### src/rtl/tetris_input_pkg.sv
// Shared constants for the joystick/button input conditioner: button bit
// positions, CPU command codes, the auto-repeat mask and repeat FSM states.
package tetris_input_pkg;

  localparam int NUM_BTN = 7;

  localparam int BTN_UP    = 0;
  localparam int BTN_RIGHT = 1;
  localparam int BTN_DOWN  = 2;
  localparam int BTN_LEFT  = 3;
  localparam int BTN_SL    = 4;
  localparam int BTN_SR    = 5;
  localparam int BTN_HOLD  = 6;

  localparam logic [3:0] CMD_NONE  = 4'd0;
  localparam logic [3:0] CMD_UP    = 4'd1;
  localparam logic [3:0] CMD_RIGHT = 4'd2;
  localparam logic [3:0] CMD_DOWN  = 4'd3;
  localparam logic [3:0] CMD_LEFT  = 4'd4;
  localparam logic [3:0] CMD_SL    = 4'd7;
  localparam logic [3:0] CMD_SR    = 4'd8;
  localparam logic [3:0] CMD_HOLD  = 4'd9;

  // Only Right, Down and Left auto-repeat while held.
  localparam logic [6:0] REPEAT_MASK = 7'b0001110;

  typedef enum logic [1:0] {
    RPT_IDLE,
    RPT_DAS,
    RPT_ARR
  } rpt_state_e;

  // Maps a button bit position to the command code the CPU sees.
  function automatic logic [3:0] btn_to_cmd(input int idx);
    case (idx)
      BTN_UP:    return CMD_UP;
      BTN_RIGHT: return CMD_RIGHT;
      BTN_DOWN:  return CMD_DOWN;
      BTN_LEFT:  return CMD_LEFT;
      BTN_SL:    return CMD_SL;
      BTN_SR:    return CMD_SR;
      BTN_HOLD:  return CMD_HOLD;
      default:   return CMD_NONE;
    endcase
  endfunction

endpackage

### src/rtl/btn_debounce.sv
// One button line: two-flop synchroniser, stability counter that flips the
// debounced level only after a long enough steady mismatch, and a one-cycle
// pulse on each debounced rising edge.
module btn_debounce #(
  parameter int DEBOUNCE_CYCLES = 500000,
  parameter int CNT_W           = 24
) (
  input  logic clock,
  input  logic reset,
  input  logic raw_i,
  output logic level_o,
  output logic rise_o
);

  localparam logic [CNT_W-1:0] CNT_LAST = CNT_W'(DEBOUNCE_CYCLES - 1);

  logic             sync1_q, sync2_q;
  logic             level_q, level_d;
  logic             levelDly_q;
  logic [CNT_W-1:0] cnt_q, cnt_d;

  // Bring the asynchronous pin into the clock domain before anything looks at it.
  always_ff @(posedge clock) begin
    if (reset) begin
      sync1_q <= 1'b0;
      sync2_q <= 1'b0;
    end else begin
      sync1_q <= raw_i;
      sync2_q <= sync1_q;
    end
  end

  // Count consecutive cycles the input disagrees with the level; flip once the run is long enough.
  always_comb begin
    cnt_d   = cnt_q;
    level_d = level_q;
    if (sync2_q == level_q) begin
      cnt_d = '0;
    end else if (cnt_q == CNT_LAST) begin
      level_d = ~level_q;
      cnt_d   = '0;
    end else begin
      cnt_d = cnt_q + CNT_W'(1);
    end
  end

  // Debounce state plus a delayed copy of the level for rising-edge detection.
  always_ff @(posedge clock) begin
    if (reset) begin
      cnt_q      <= '0;
      level_q    <= 1'b0;
      levelDly_q <= 1'b0;
    end else begin
      cnt_q      <= cnt_d;
      level_q    <= level_d;
      levelDly_q <= level_q;
    end
  end

  assign level_o = level_q;
  assign rise_o  = level_q & ~levelDly_q;

endmodule

### src/rtl/tetris_input_ctrl.sv
// Joystick/button front end for the CPU: seven debounced lines, delayed
// auto-repeat on Right/Down/Left, a fixed-priority pick of same-cycle events
// and a single-entry command latch read and acknowledged by the processor.
module tetris_input_ctrl
  import tetris_input_pkg::*;
#(
  parameter int DEBOUNCE_CYCLES = 500000,
  parameter int DAS_CYCLES      = 8333333,
  parameter int ARR_CYCLES      = 1666666,
  parameter int CNT_W           = 24
) (
  input  logic        clock,
  input  logic        reset,
  input  logic [6:0]  btn_raw,
  input  logic        rd_ack,
  output logic        cmd_valid,
  output logic [31:0] cmd_code,
  output logic [6:0]  btn_level,
  output logic        overrun
);

  localparam logic [CNT_W-1:0] DAS_LAST = CNT_W'(DAS_CYCLES - 1);
  localparam logic [CNT_W-1:0] ARR_LAST = CNT_W'(ARR_CYCLES - 1);

  logic [NUM_BTN-1:0] level;
  logic [NUM_BTN-1:0] press;
  logic [NUM_BTN-1:0] rptEvent;
  logic [NUM_BTN-1:0] events;

  rpt_state_e       rptState_q [NUM_BTN];
  rpt_state_e       rptState_d [NUM_BTN];
  logic [CNT_W-1:0] rptCnt_q   [NUM_BTN];
  logic [CNT_W-1:0] rptCnt_d   [NUM_BTN];

  logic       evValid;
  logic [3:0] evCode;

  logic       valid_q, valid_d;
  logic [3:0] code_q, code_d;
  logic       overrun_q, overrun_d;

  for (genvar g = 0; g < NUM_BTN; g++) begin : g_btn
    btn_debounce #(
      .DEBOUNCE_CYCLES(DEBOUNCE_CYCLES),
      .CNT_W          (CNT_W)
    ) u_debounce (
      .clock  (clock),
      .reset  (reset),
      .raw_i  (btn_raw[g]),
      .level_o(level[g]),
      .rise_o (press[g])
    );
  end

  // Repeat FSMs: wait the DAS delay after a press, then fire every ARR period until release.
  always_comb begin
    rptEvent = '0;
    for (int i = 0; i < NUM_BTN; i++) begin
      rptState_d[i] = rptState_q[i];
      rptCnt_d[i]   = rptCnt_q[i];
      if (REPEAT_MASK[i]) begin
        case (rptState_q[i])
          RPT_IDLE: begin
            if (press[i]) begin
              rptState_d[i] = RPT_DAS;
              rptCnt_d[i]   = '0;
            end
          end
          RPT_DAS: begin
            if (!level[i]) begin
              rptState_d[i] = RPT_IDLE;
              rptCnt_d[i]   = '0;
            end else if (rptCnt_q[i] == DAS_LAST) begin
              rptState_d[i] = RPT_ARR;
              rptCnt_d[i]   = '0;
              rptEvent[i]   = 1'b1;
            end else begin
              rptCnt_d[i] = rptCnt_q[i] + CNT_W'(1);
            end
          end
          RPT_ARR: begin
            if (!level[i]) begin
              rptState_d[i] = RPT_IDLE;
              rptCnt_d[i]   = '0;
            end else if (rptCnt_q[i] == ARR_LAST) begin
              rptCnt_d[i] = '0;
              rptEvent[i] = 1'b1;
            end else begin
              rptCnt_d[i] = rptCnt_q[i] + CNT_W'(1);
            end
          end
          default: begin
            rptState_d[i] = RPT_IDLE;
            rptCnt_d[i]   = '0;
          end
        endcase
      end else begin
        rptState_d[i] = RPT_IDLE;
        rptCnt_d[i]   = '0;
      end
    end
  end

  // Repeat FSM state and counters.
  always_ff @(posedge clock) begin
    for (int i = 0; i < NUM_BTN; i++) begin
      if (reset) begin
        rptState_q[i] <= RPT_IDLE;
        rptCnt_q[i]   <= '0;
      end else begin
        rptState_q[i] <= rptState_d[i];
        rptCnt_q[i]   <= rptCnt_d[i];
      end
    end
  end

  assign events = press | rptEvent;

  // Keep only the highest-index event; scanning upward lets later bits override earlier ones.
  always_comb begin
    evValid = 1'b0;
    evCode  = CMD_NONE;
    for (int i = 0; i < NUM_BTN; i++) begin
      if (events[i]) begin
        evValid = 1'b1;
        evCode  = btn_to_cmd(i);
      end
    end
  end

  // Single-entry latch: an ack in the same cycle frees the slot for a new event.
  always_comb begin
    valid_d   = valid_q;
    code_d    = code_q;
    overrun_d = 1'b0;
    if (evValid) begin
      if (!valid_q || rd_ack) begin
        valid_d = 1'b1;
        code_d  = evCode;
      end else begin
        overrun_d = 1'b1;
      end
    end else if (rd_ack) begin
      valid_d = 1'b0;
      code_d  = CMD_NONE;
    end
  end

  // Latch and overrun pulse registers.
  always_ff @(posedge clock) begin
    if (reset) begin
      valid_q   <= 1'b0;
      code_q    <= CMD_NONE;
      overrun_q <= 1'b0;
    end else begin
      valid_q   <= valid_d;
      code_q    <= code_d;
      overrun_q <= overrun_d;
    end
  end

  assign cmd_valid = valid_q;
  assign cmd_code  = {28'd0, code_q};
  assign btn_level = level;
  assign overrun   = overrun_q;

endmodule

### config.mk
export PLATFORM = sky130hd
export DESIGN_NAME = tetris_input_ctrl
export DESIGN_NICKNAME = d
export VERILOG_FILES = /design/src/rtl/tetris_input_pkg.sv /design/src/rtl/btn_debounce.sv /design/src/rtl/tetris_input_ctrl.sv
export SDC_FILE = /design/constraint.sdc
export NUM_CORES = 1
export LEC_CHECK = 0
export BUFFER_PORTS_ARGS = -buffer_cell sky130_fd_sc_hd__buf_4
export CORE_ASPECT_RATIO = 0.6
export CORE_MARGIN = 3
export CORE_UTILIZATION = 40
export DETAILED_ROUTE_END_ITERATION = 8
export GPL_ROUTABILITY_DRIVEN = 0
export HOLD_SLACK_MARGIN = 0.02
export SYNTH_ARGS = -nofsm -noshare
export SYNTH_HDL_FRONTEND = slang
export SYNTH_HIERARCHICAL = 1
export SYNTH_SLANG_ARGS = --single-unit
export TNS_END_PERCENT = 1
### constraint.sdc
create_clock -name clock -period 3.37 [get_ports clock]
set_input_delay 0.5055 -clock clock [delete_from_list [all_inputs] [get_ports clock]]
set_output_delay 0.5055 -clock clock [all_outputs]
set_load 0.01 [all_outputs]
[Word level (Yosys, flattened, before mapping)]
Memory sizes are Yosys's and may differ from the RTL's.
Index checks and enable logic that the tools add are counted.
Storage, ports and cells
  register bits after elaboration: 202
  input port bits: 10
  memory bits (writable): 182
  output and inout port bits: 41
  memories kept: 2
Memories
  rptCnt_q: depth 7, width 24, read ports 3, clocked after memory_dff 0, write ports 7, line tetris_input_ctrl.sv:32  | logic [CNT_W-1:0] rptCnt_q [NUM_BTN];
  rptState_q: depth 7, width 2, read ports 3, clocked after memory_dff 0, write ports 7, line tetris_input_ctrl.sv:30  | rpt_state_e rptState_q [NUM_BTN];
Operators by class
  bitwise logic cells: 44
  muxes and demuxes: 86
  add/sub/neg operators: 10
  reductions and logical operators: 22
  eq/ne operators: 27
Operators by type and width (number)
  $mux W24: 22
  $add A24 B1 Y24 const B: 10
  $pmux W24 S3: 3
  $eq A24 B19 Y1 const B: 7
  $eq A24 B21 Y1 const B: 3
  $eq A24 B23 Y1 const B: 3
  $mux W2: 19
  $mux W4: 9
  $mux W1: 27
  $not A1 Y1: 22
  $reduce_or A3 Y1: 7
  $pmux W2 S3: 3
  $reduce_and A2 Y1: 8
  $or A1 B1 Y1: 14
  $and A1 B1 Y1: 7
  $eq A1 B1 Y1: 7
  $or A7 B4 Y7: 1
  $eq A2 B1 Y1 const B: 3
  $eq A2 B2 Y1 const B: 3
  $logic_not A2 Y1: 3
  $pmux W1 S2: 3
  $ne A2 B1 Y1 const B: 1
  $reduce_bool A2 Y1: 1
  $reduce_or A2 Y1: 1
  2 further kinds: 2

[Longest topological paths before layout]
An unclocked memory read counts as a cell.
  word-level depth: 15
  gate-level depth with buffers: 10
  mapped depth without buffers: 9

[Cells and area by module]
The synthesis kept the hierarchy.
Modules (own cells, without submodules)
  btn_debounce: cells an instance 141, area each 1238.7 µm², instances 7, sequential area each 560.5 µm²
  tetris_input_ctrl: cells an instance 560, area each 4594.4 µm², instances 1, sequential area each 1681.6 µm²

[Least setup slack after synthesis]
OpenSTA, ideal clock, no wires.
  kind: flip-flop to flip-flop
  start: register g_btn[3].u_debounce.level_q
  end: memory rptCnt_q[2][23], in the netlist rptCnt_q[0][71]
  library setup time: 0.128 ns
  cell stages (with the launch flop): 10
  slack: 0.998 ns
  arrival: 2.244 ns
  period minus slack after synthesis: 2.372 ns
  required time: 3.242 ns
  path buffers: 1
  cell sequence: dfxtp_1 -> nor2b_1 -> nand2b_1 -> clkbuf_1 -> nand4_1 -> nor3_1 -> nand3_1 -> nor3_1 -> xnor2_1 -> nor2_1
RTL lines
  start, declared: line btn_debounce.sv:18  | logic level_q, level_d;
  start signal, assigned: line btn_debounce.sv:55  | level_q <= level_d;
  end, declared: line tetris_input_ctrl.sv:32

==> run summary <==
CP endpoint = rptCnt_q[0][44]$_SDFFE_PP0P_
Final Hold Viols = 0
Final Skew = 14.1 ps
Post-Syn Area = 13,300 µm²
Detail-routed via count per cell = 5.37
Post-synth EDFFs = 0
HP Class = in -> reg
RR Endpoint = rptCnt_q[0][44]$_SDFFE_PP0P_
Unrepaired setup endpoints after global routing = false
Grt met2 use = 22.0%
DIE HEIGHT = 147 µm
WL/cell = 14.1 µm
Boundary Pins = 51
Warnings, synthesis = 6
Final ANT Viol Nets = 0
P&R area growth vs syn = 12.2%
First-pass GRT wire length = 48.9 mm
Share of post-route cells with drive strength above 1 = 7.87%
Die Wd = 241 µm
CTS tree = built
Clock Sinks = 280
Vias in the first global route = 9,841
Register area share after synthesis = 42.3%
Hpwl dp = 20.1 mm
CP max FO = 8
Clock tree buffer depth = 3
DRT Pass-1 Iters = 5
Crit path DAT = 3130 ps
Critical Path Start = g_btn[2].u_debounce/level_o$_SDFFE_PP0P_
Post-CTS resize count = 0
Final worst setup slack = 706 ps
CTS H-tree lvls = 1
Final Max Slew Viols = 0
Crit path required time = 3830 ps
Worst-path clk slew = 60 ps
Net count, final = 1,614
GR Util All Layers = 16.1%
Ys async rst share = 0%
# diodes = 0
Pwr Density = 472 nW/µm²
Core Area = 31,900 µm²
Worst VDD drop = 361 µV
Slew HR = 33.2%
GRT overflow = 0
Leak = 4.64 nW
Rows = 50
DP Worst Slack = 759 ps
Tmin final = 2660 ps
Initial DRC count = 945
Clk_lat worst skew = 540 ps
Via count = 10.8k
Avg Cell Area, Syn = 8.57 µm²
Post-route setup TNS = 0 ps
RR Startpoint = g_btn[2].u_debounce/level_o$_SDFFE_PP0P_
Cells after Synth = 1,547
Actual slew at the worst max-slew pin = 996 ps
Final WL = 28.5 mm
Starting Density = 41.6%
Total die area = 35,500 µm²
Crit path launch type = register
Critical path class = reg -> reg
M1 GR Usage = 26.1%
Drt drc = 0
Crit path capture type = register
Fmax = 375 MHz
Largest net degree at the start of global routing = 51
Flop and latch count out of synthesis = 280
Design area = 14,900 µm²
Max_cap viols = 0
Reg2Reg Depth = 7
Area after DPL = 13,800 µm²
Root Buffer = clkbuf_16
Grt peak-use layer = met1
Final setup viols = 0
Outcome = complete, no violations
Hold_buf cts = 0
Most common flop cell mapped by yosys = dfxtp_1
Met3 GRT Util = 2.70%
CTS buffer count = 28
Fin crit share = 79.1%
Total power = 7.03 mW
FF-to-FF setup slack = 710 ps
Antenna violations before repair = 0
Postcts setup bufs = 0
IO Port Bufs = 22
Yosys cell types = 55
==> area by class of cell <==
| class | count | area, µm² |
|---|---|---|
| fillers | 3127 | 17000 |
| multi-input cells | 1187 | 7260 |
| flip-flops and latches | 280 | 5610 |
| clock buffers | 36 | 772 |
| well taps | 416 | 520 |
| clock inverters | 16 | 287 |
| repair buffers | 36 | 270 |
| inverters | 46 | 173 |
==> synthesized netlist by cell type, types with 32 or more instances <==
master | n | area share [%]
nand4_1 | 69 | 3.3
xnor2_1 | 82 | 5.4
inv_1 | 46 | 1.3
nor4_1 | 32 | 1.5
nor3_1 | 33 | 1.2
nor2b_1 | 41 | 1.9
nor2_1 | 227 | 6.4
nand2_1 | 95 | 2.7
xor2_1 | 71 | 4.7
or3_1 | 62 | 2.9
o21ai_0 | 51 | 1.9
a21oi_1 | 89 | 3.4
dfxtp_1 | 280 | 42
nand3_1 | 73 | 2.8
==> cells by family after synthesis <==
kind of cell | Yosys count | synth area share, %
AND/OR/NAND/NOR | 775 | 31.8
AO/OA/AOI/OAI | 195 | 8.48
buffers and inverters | 107 | 4.04
flip-flops | 280 | 42.3
adder cells (fa/ha/maj) | 25 | 2.36
multiplexers | 11 | 0.896
other | 1 | 0.0283
XOR/XNOR | 153 | 10.1
==> metal layers <==
layer  share of wire [%]  routed length, µm
met4                 1.8                503
met2                  39              11100
met3                 4.8               1370
met1                  55              15500
met5                   0                  0
==> flip-flops by register name (all words and copies together) (netlist names) <==
register	flops
cmd_valid	1
rptCnt_q	72
g_btn.u_debounce/level_o	7
g_btn.u_debounce/sync1_q	7
g_btn.u_debounce/cnt_q	168
g_btn.u_debounce/levelDly_q	7
g_btn.u_debounce/sync2_q	7
code_q	4
rptState_q	6
overrun	1
==> worst min path at each step <==
| stage | startpoint | to | slack (ps) | cells after the start |
|---|---|---|---|---|
| 3_5_place_dp | g_btn[5].u_debounce/sync1_q$_SDFF_PP0_ | g_btn[5].u_debounce/sync2_q$_SDFF_PP0_ | 420 | 1 |
| 6_report | btn_raw[2] | g_btn[2].u_debounce/sync1_q$_SDFF_PP0_ | 170 | 2 |
| 2_1_floorplan | g_btn[0].u_debounce/sync1_q$_SDFF_PP0_ | g_btn[0].u_debounce/sync2_q$_SDFF_PP0_ | 410 | 1 |
| 4_1_cts | btn_raw[5] | g_btn[5].u_debounce/sync1_q$_SDFF_PP0_ | 150 | 2 |
| 3_3_place_gp | g_btn[0].u_debounce/sync1_q$_SDFF_PP0_ | g_btn[0].u_debounce/sync2_q$_SDFF_PP0_ | 420 | 1 |
| 5_1_grt | btn_raw[2] | g_btn[2].u_debounce/sync1_q$_SDFF_PP0_ | 150 | 2 |
==> where the power goes <==
part           internal [mW]  switching, mW  total [mW]  leakage [nW]
registers               3.32         0.0107        3.34          2.26
logic                 0.0480          0.108       0.156          1.87
clock network           2.23           1.31        3.54         0.518
==> critical path, stage by stage, from the launching register on <==
cell     delay, ps
dfxtp_1        470
nor2b_1        250
nor2b_1        140
nor4b_1        740
and2_1         260
nand3_1        190
or3_1          390
a21oi_1        140
==> cells in the final DEF, fill, tap and decap left out, types with 7 or more instances in the layout <==
cell type	count
inv_1	46
dfxtp_1	280
and4_1	25
mux2_2	7
nand4_1	69
o21ai_1	8
o31ai_1	21
o21ai_0	51
xnor2_1	82
nor4b_1	13
or4_4	8
nor2b_1	41
nor4_1	32
bufinv_16	8
o31ai_2	7
ha_1	25
nand3_1	73
conb_1	28
or4_1	30
nor3_1	33
nand2_1	95
and3_1	16
a21oi_1	89
nand4_2	7
nor2_1	227
nand3_2	7
nand2b_1	7
clkbuf_16	29
buf_4	36
or3_1	62
xor2_1	71
==> per-stage QoR <==
| stage | hold slack [ps] | utilization, % | std cells |
|---|---|---|---|
| 3_3_place_gp | 416 | 43.3 | 1965 |
| 2_1_floorplan | 414 | - | 1574 |
| 6_report | 174 | 46.7 | 2017 |
| 4_1_cts | 147 | 46.7 | 2017 |
| 3_5_place_dp | 424 | 43.3 | 1965 |
| 5_1_grt | 154 | 46.7 | 2017 |
Note: power is estimated with default switching activity, not from simulation.
